## src/rtl/regfile_pkg.sv

```systemverilog
// Shared constants, types and FSM encoding for the register-file responder.
// Optional same-edge write forwarding is enabled by defining REGFILE_BYPASS_EN.
package regfile_pkg;
    localparam int BUS_WIDTH  = 32;
    localparam int ADDR_WIDTH = 5;
    localparam int NUM_REGS   = 32;

    typedef logic [ADDR_WIDTH-1:0] addr_t;
    typedef logic [BUS_WIDTH-1:0]  data_t;

    typedef enum logic {
        INIT  = 1'b0,
        READY = 1'b1
    } regfile_state_e;
endpackage

```

## src/rtl/regfile_init_ctrl.sv

```systemverilog
// Post-reset clear sequencer: walks every register address once, then parks in READY.
module regfile_init_ctrl
    import regfile_pkg::*;
(
    input  logic           clk,
    input  logic           rst_n,
    output logic           init_busy,
    output logic           clr_en,
    output addr_t          clr_addr,
    output regfile_state_e state
);

    regfile_state_e state_next;
    addr_t          cnt;
    addr_t          cnt_next;

    always_ff @(posedge clk or negedge rst_n) begin
        if (!rst_n) begin
            state <= INIT;
            cnt   <= '0;
        end else begin
            state <= state_next;
            cnt   <= cnt_next;
        end
    end

    always_comb begin
        state_next = state;
        cnt_next   = cnt;
        init_busy  = 1'b0;
        clr_en     = 1'b0;
        clr_addr   = cnt;
        case (state)
            INIT: begin
                init_busy = 1'b1;
                clr_en    = 1'b1;
                cnt_next  = cnt + 1'b1;
                // The last address is cleared on this edge, so READY follows directly.
                if (cnt == addr_t'(NUM_REGS - 1)) begin
                    state_next = READY;
                end
            end
            READY: begin
            end
            default: begin
                state_next = INIT;
            end
        endcase
    end

endmodule

```

## src/rtl/regfile_responder.sv

```systemverilog
// 32-entry register file with x0 tied to zero and two 1-cycle registered read ports.
// Define REGFILE_BYPASS_EN to forward a same-edge write to a matching read.
module regfile_responder
    import regfile_pkg::*;
(
    input  logic  clk,
    input  logic  rst_n,
    input  addr_t rs1_addr,
    input  logic  rs1_addr_valid,
    input  addr_t rs2_addr,
    input  logic  rs2_addr_valid,
    input  addr_t rd_addr,
    input  logic  rd_wr_en,
    input  data_t rd_data,
    output data_t rs1_data,
    output logic  rs1_data_valid,
    output data_t rs2_data,
    output logic  rs2_data_valid,
    output logic  init_busy
);

    logic           clr_en;
    addr_t          clr_addr;
    regfile_state_e init_state;
    logic           ready;
    logic           wr_fire;
    data_t          regs [NUM_REGS];
    data_t          rs1_next;
    data_t          rs2_next;

    regfile_init_ctrl u_init_ctrl (
        .clk       (clk),
        .rst_n     (rst_n),
        .init_busy (init_busy),
        .clr_en    (clr_en),
        .clr_addr  (clr_addr),
        .state     (init_state)
    );

    assign ready   = (init_state == READY);
    assign wr_fire = ready && rd_wr_en && (rd_addr != '0);

    // Storage has no reset of its own; the init sweep is what clears it.
    always_ff @(posedge clk) begin
        if (clr_en) begin
            regs[clr_addr] <= '0;
        end else if (wr_fire) begin
            regs[rd_addr] <= rd_data;
        end
    end

    always_comb begin
        rs1_next = regs[rs1_addr];
        rs2_next = regs[rs2_addr];
`ifdef REGFILE_BYPASS_EN
        if (wr_fire && (rd_addr == rs1_addr)) begin
            rs1_next = rd_data;
        end
        if (wr_fire && (rd_addr == rs2_addr)) begin
            rs2_next = rd_data;
        end
`endif
        if (rs1_addr == '0) begin
            rs1_next = '0;
        end
        if (rs2_addr == '0) begin
            rs2_next = '0;
        end
    end

    always_ff @(posedge clk or negedge rst_n) begin
        if (!rst_n) begin
            rs1_data       <= '0;
            rs1_data_valid <= 1'b0;
            rs2_data       <= '0;
            rs2_data_valid <= 1'b0;
        end else begin
            rs1_data_valid <= ready && rs1_addr_valid;
            rs2_data_valid <= ready && rs2_addr_valid;
            if (ready && rs1_addr_valid) begin
                rs1_data <= rs1_next;
            end
            if (ready && rs2_addr_valid) begin
                rs2_data <= rs2_next;
            end
        end
    end

endmodule

```

## config.mk

```make
export PLATFORM = sky130hd
export DESIGN_NAME = regfile_responder
export DESIGN_NICKNAME = d
export VERILOG_FILES = /design/src/rtl/regfile_pkg.sv /design/src/rtl/regfile_init_ctrl.sv /design/src/rtl/regfile_responder.sv
export SDC_FILE = /design/constraint.sdc
export NUM_CORES = 1
export LEC_CHECK = 0
export CAP_MARGIN = 20
export CELL_PAD_IN_SITES_DETAIL_PLACEMENT = 1
export CELL_PAD_IN_SITES_GLOBAL_PLACEMENT = 1
export CORE_MARGIN = 5
export CORE_UTILIZATION = 40
export CTS_CLUSTER_SIZE = 28
export DETAILED_ROUTE_END_ITERATION = 6
export HOLD_SLACK_MARGIN = 0.02
export PLACE_DENSITY = 0.73
export SLEW_MARGIN = 30
export SYNTH_ARGS = -nofsm -noshare
export SYNTH_HDL_FRONTEND = slang
export SYNTH_SLANG_ARGS = --single-unit
```

## constraint.sdc

```tcl
create_clock -name clk -period 7.81 [get_ports clk]
set_input_delay 1.562 -clock clk [delete_from_list [all_inputs] [get_ports clk]]
set_output_delay 1.562 -clock clk [all_outputs]
set_load 0.01 [all_outputs]
```

Yosys cells after proc, flatten, opt, wreduce, memory -nomap -nowiden
Memory sizes are Yosys's and may differ from the RTL's.
Index checks and enable logic that the tools add are counted.
{"block": "classes", "add_sub_neg": 1, "eq_ne": 1, "mux": 11, "n_reduce_logical": 8}
{"op": "$mux W32", "count": 3}
{"op": "$reduce_or A32 Y1", "count": 1}
{"op": "$logic_not A5 Y1", "count": 2}
{"op": "$mux W1", "count": 7}
{"op": "$add A5 B1 Y5 const B", "count": 1}
{"op": "$eq A5 B5 Y1 const B", "count": 1}
{"op": "$mux W5", "count": 1}
{"op": "$reduce_bool A5 Y1", "count": 1}
{"op": "$logic_and A1 B1 Y1", "count": 4}
{"block": "word_totals", "ff_bits": 72, "ram_bits": 1024, "inputBits": 52, "out_inout_bits": 67, "elab_cells": 28, "mem_count": 1}
{"memory": "regs", "depth": 32, "width": 32, "rd": 2, "rd_clocked_by_memory_dff": 0, "write_ports": 1, "line": "regfile_responder.sv:27", "source": "data_t regs [NUM_REGS];"}

Longest topological paths before layout
{"block": "logic_depth", "word_depth": 7, "depth_mapped": 9, "depth_no_buf": 5}

Cells and area by module
A second synthesis with hierarchy kept.
{"block": "unflattened", "cells_unflattened": 2807, "area_unflattened_um2": 50669.8}
{"mod": "regfile_responder", "instances": 1, "cells_per_inst": 2787, "area_per_inst_um2": 50358.3, "seq_area_each_um2": 32401.1}
{"mod": "regfile_init_ctrl", "instances": 1, "cells_per_inst": 20, "area_per_inst_um2": 311.5, "seq_area_each_um2": 150.1}

Worst setup path before layout
Ideal clock, no wire load.
{"block": "synth_path", "path_kind": "in2reg", "startpoint": "in rd_addr[4]", "endpoint": "mem regs[16][0] (netlist bit) (enable)", "setup_time_ns": 0.421, "arrival_ns": 4.063, "t_required_ns": 7.389, "path_slack_ns": 3.326, "cell_stages": 5, "path_buffers": 0, "cell_sequence": "or4_1 -> nor2_1 -> nor2_1 -> o32a_1 -> nor2_1"}
{"block": "synth_via", "elab_chain_cells": 7, "elab_cells_between_ends": 8, "classes_between": "mux: 5; reduce/logical: 3"}
{"element": "start, declared", "line": "regfile_responder.sv:12", "source": "input addr_t rd_addr,"}
{"element": "$reduce_bool A5 Y1", "line": "regfile_responder.sv:41", "source": "assign wr_fire = ready && rd_wr_en && (rd_addr != '0);"}
{"element": "$logic_and A1 B1 Y1", "line": "regfile_responder.sv:41"}
{"element": "$mux W1", "line": "regfile_responder.sv:47", "source": "end else if (wr_fire) begin"}
{"element": "$mux W1", "line": "regfile_responder.sv:45", "source": "if (clr_en) begin"}
{"element": "$mux W1 (not written as such)", "line": "regfile_responder.sv:48", "source": "regs[rd_addr] <= rd_data;"}
{"element": "$reduce_or A32 Y1 (no line)"}
{"element": "$mux W5 (no line) or $mux W1 (tied branches)"}
{"element": "end, declared", "line": "regfile_responder.sv:27"}
Several ways; a longest one is shown, not always the timed one.

Final worst setup path
{"block": "layout_path", "startpoint": "in rd_addr[4]", "endpoint": "mem regs[30][29] (netlist bit) (enable)"}
The elaborated chain is that of the path after synthesis.

==> results.md <==
- Clock slew at reported path FFs: ~60 ps
- Ys flop type: edfxtp_1
- CP required: ~8200 ps
- Via/cell ratio: 6.65
- PwrDens: 230 nW/um^2
- Status: complete, no violations
- Final Hold Vio Count: 0
- Synth Cell Area: 50200 sq um
- Worst-path maximum fanout: 17
- Initial antenna violation count: 3
- Max-Slew Margin vs Limit: 0.296
- Synthesized Nets: a little under 3000
- Area Growth Syn to Fin: 14.6%
- Die H: between 300 and 400 um
- Clock sink count: 1096
- Post-CTS Setup Bufs: 0
- Comb pwr share: 0.080
- Drt drc: 0
- Gp weighted congestion: ~0.82
- Switching power: just over 3 mW
- Synth warnings: 0
- #FFs+latches synth: 1096
- Antenna cell count: 0
- IO buf count: approximately 120
- Number of synthesized flops with an enable pin: 1024
- Setup_tns: 0 ps
- Initial core utilization: 0.401
- Die width: 364 um
- First-pass GRT wire length: 241 mm
- Total power: 13.2 mW
- Root Driver: clkbuf_16
- CP startpoint kind: input pin
- Clock power share: 0.425
- Most frequent cells in the layout: 1024 x edfxtp_1, 352 x mux4_2, 258 x mux2i_1, 141 x nand2_1, 112 x clkbuf_16
- Routed WL per cell: about 36 um
- Met3 WL post-DR: 16.3 mm
- Non-Filler Instances: 4689
- H-Tree Depth: 3
- Switching share of power: 0.233
- Leak pwr: 20.0 nW
- DRT Pass-1 Iters: 5
- Synth cell types: between 60 and 70
- Final Instance Area: 57500 sq um
- Post-Syn Instances: 2847
- Mean area per synthesized cell: between 15 and 20 sq um
- Worst Clk Skew: 26.8 ps
- Most common cell after layout, fill and taps aside: edfxtp_1
- RSZ-0062 raised after global routing: no
- Max incr delay on CP: 870 ps
- DP Area: 53500 sq um
- Final period util: 0.592
- HP Class: register to register
- Core ar.: 125000 sq um
- Cell breakdown of the critical path: clkdlybuf4s50_1 -> or4_1 -> o21ai_2 -> a22o_1 -> nand2_1 -> nor2_4 -> buf_4
- Ports: 119
- Slew Limit Fails: 0
- Crit path kind: input pin to register
- CP max stage cell: nor2_4
- CTS Buf Count: 112
- Final net count: between 2000 and 3000
- Later-pin clock latency in the skew report: 730 ps
- Via count: 31200
- Worst Max-Slew Pin Slew: between 1000 and 1500 ps
- DRT antenna net count: 0
- Period minus WS final: 4620 ps
- Worst setup EP type: register
- Site Rows: 130
- Metal2 WL: about 80 mm
- Layout cells sized above 1: 0.254
- Seq/Total Area, Yosys: 0.649
- DR iter-0 viols: approximately 3700
- Post-CTS Hold Buffers: 0
- Dpl hpwl: 99.5 mm
- Largest net degree at the start of global routing: around 120
- Number of max-cap violations: 0
- Die area: between 100000 and 150000 sq um
- GRT Util Overall: 0.252
- Final Core Density: 0.460
- Post-Route WL: 169 mm
- TritonCTS clock tree: done
- Setup violators final: 0
- Max IR drop VDD: 0.209 mV
- Post-Place Cells: about 4500
- Fillers: 11700
- Vias in the first global route: between 30000 and 40000
- GR Overflow Total: 0
- WP data arrival: 4990 ps
- Async SR Flop Fraction: 0.0657
- M1 WL: around 64 mm
- Pint: ~10 mW
- Top Metal Used: met5
- Reg power frac: 0.496
- CTS resizes: 0
- Fmax: 0.216 GHz
- CTS Buffer Depth: 3
==> power by group through the flow <==
stage               clock (mW)  sequential, mW  combinational, mW
floorplan                    0            6.66              0.589
global placement             0            6.67               1.01
detailed placement           0            6.68               1.05
CTS                       5.64            6.55               1.05
global route              5.93            6.55               1.11
finish                    5.61            6.55               1.06
==> critical path: cells and delay by family <==
family,cells,cell delay (ps)
and+or+nand+nor,3,1760
buffers and inverters,2,1070
AOI/OAI and AO/OA,2,580
==> worst paths after layout <==
kind                                    from      endpoint  slack, ps  depth (start not counted)
min in group asynchronous              rst_n  rs1_data[23]        870                          1
min                             rs1_data[10]  rs1_data[10]        530                          1
max reg2reg                u_init_ctrl.state   regs[8][16]       3890                          6
min reg2reg                     rs1_data[10]  rs1_data[10]        530                          1
max                               rd_addr[4]  regs[30][29]       3190                          7
max in group asynchronous              rst_n   rs2_data[8]       5680                          2
==> cell usage after synthesis, types with 2 or more instances <==
master	count	area, sq um
a211oi_1	35	263
a21oi_1	34	170
a221oi_1	31	272
a22oi_1	31	233
a31oi_1	2	12.5
a32o_1	63	631
a32oi_1	2	17.5
and2_1	33	206
and2b_1	4	30.0
and3_1	3	18.8
buf_1	8	30.0
buf_2	76	380
buf_4	27	203
buf_6	22	248
buf_8	3	45.0
clkbuf_1	86	323
clkbuf_4	3	22.5
dfrtp_1	72	1800
edfxtp_1	1024	30700
ha_1	2	25.0
inv_1	5	18.8
mux2_1	2	22.5
mux2_2	62	698
mux2i_1	258	2580
mux4_2	352	7930
nand2_1	143	537
nand2b_1	33	206
nand3_1	97	485
nand3b_1	3	22.5
nand4_1	3	18.8
nor2_1	104	390
nor2b_1	31	194
nor3_1	36	180
nor3b_1	2	15.0
o2111ai_1	30	263
o21ai_1	2	10.0
o221ai_1	32	280
o22ai_1	63	394
or3_1	3	18.8
xnor2_1	3	26.3
==> per-stage QoR <==
step / hold slack (ps) / setup WS (ps)
floorplan: 499 / 3330
global placement: 529 / 2600
detailed placement: 521 / 2500
CTS: 537 / 3260
global route: 549 / 3100
finish: 528 / 3190
==> cell families (layout without fill, tap and decap cells) <==
kind of cell	count (synthesis)	count (layout)	share of synthesized area
AOI/OAI and AO/OA	338	338	0.0533
xor gates and xnor gates	3	3	0.000524
adders and majority gates	2	2	0.000499
buffers and inverters	231	423	0.0254
DFF	1096	1096	0.649
muxes	674	674	0.224
and+or+nand+nor	503	503	0.0478
==> flip-flops by register name, summed over array words and instances, names as in the netlist <==
name,cells
regs,1024
rs1_data,32
rs2_data,32
u_init_ctrl.clr_addr,5
rs1_data_valid,1
rs2_data_valid,1
u_init_ctrl.state,1
==> final cells by class <==
| cell class | count | area (sq um) | share of cell area |
|---|---|---|---|
| timing repair buffer | 207 | 2330 | 0.0405 |
| tap | 1650 | 2060 | 0.0359 |
| clock buffer | 136 | 2920 | 0.0508 |
| multi-input combinational | 1520 | 16800 | 0.291 |
| sequential | 1096 | 32600 | 0.566 |
| inverter | 6 | 22.5 | 0.000391 |
| clock inverter | 74 | 885 | 0.0154 |
==> per-layer routing <==
metal | global-route usage | up-vias
li1 | - | 12100
met1 | 0.329 | 16800
met2 | 0.413 | 1970
met3 | 0.0538 | 355
met4 | 0.104 | 2
met5 | 0 | -
(Power assumes the default switching activity.)
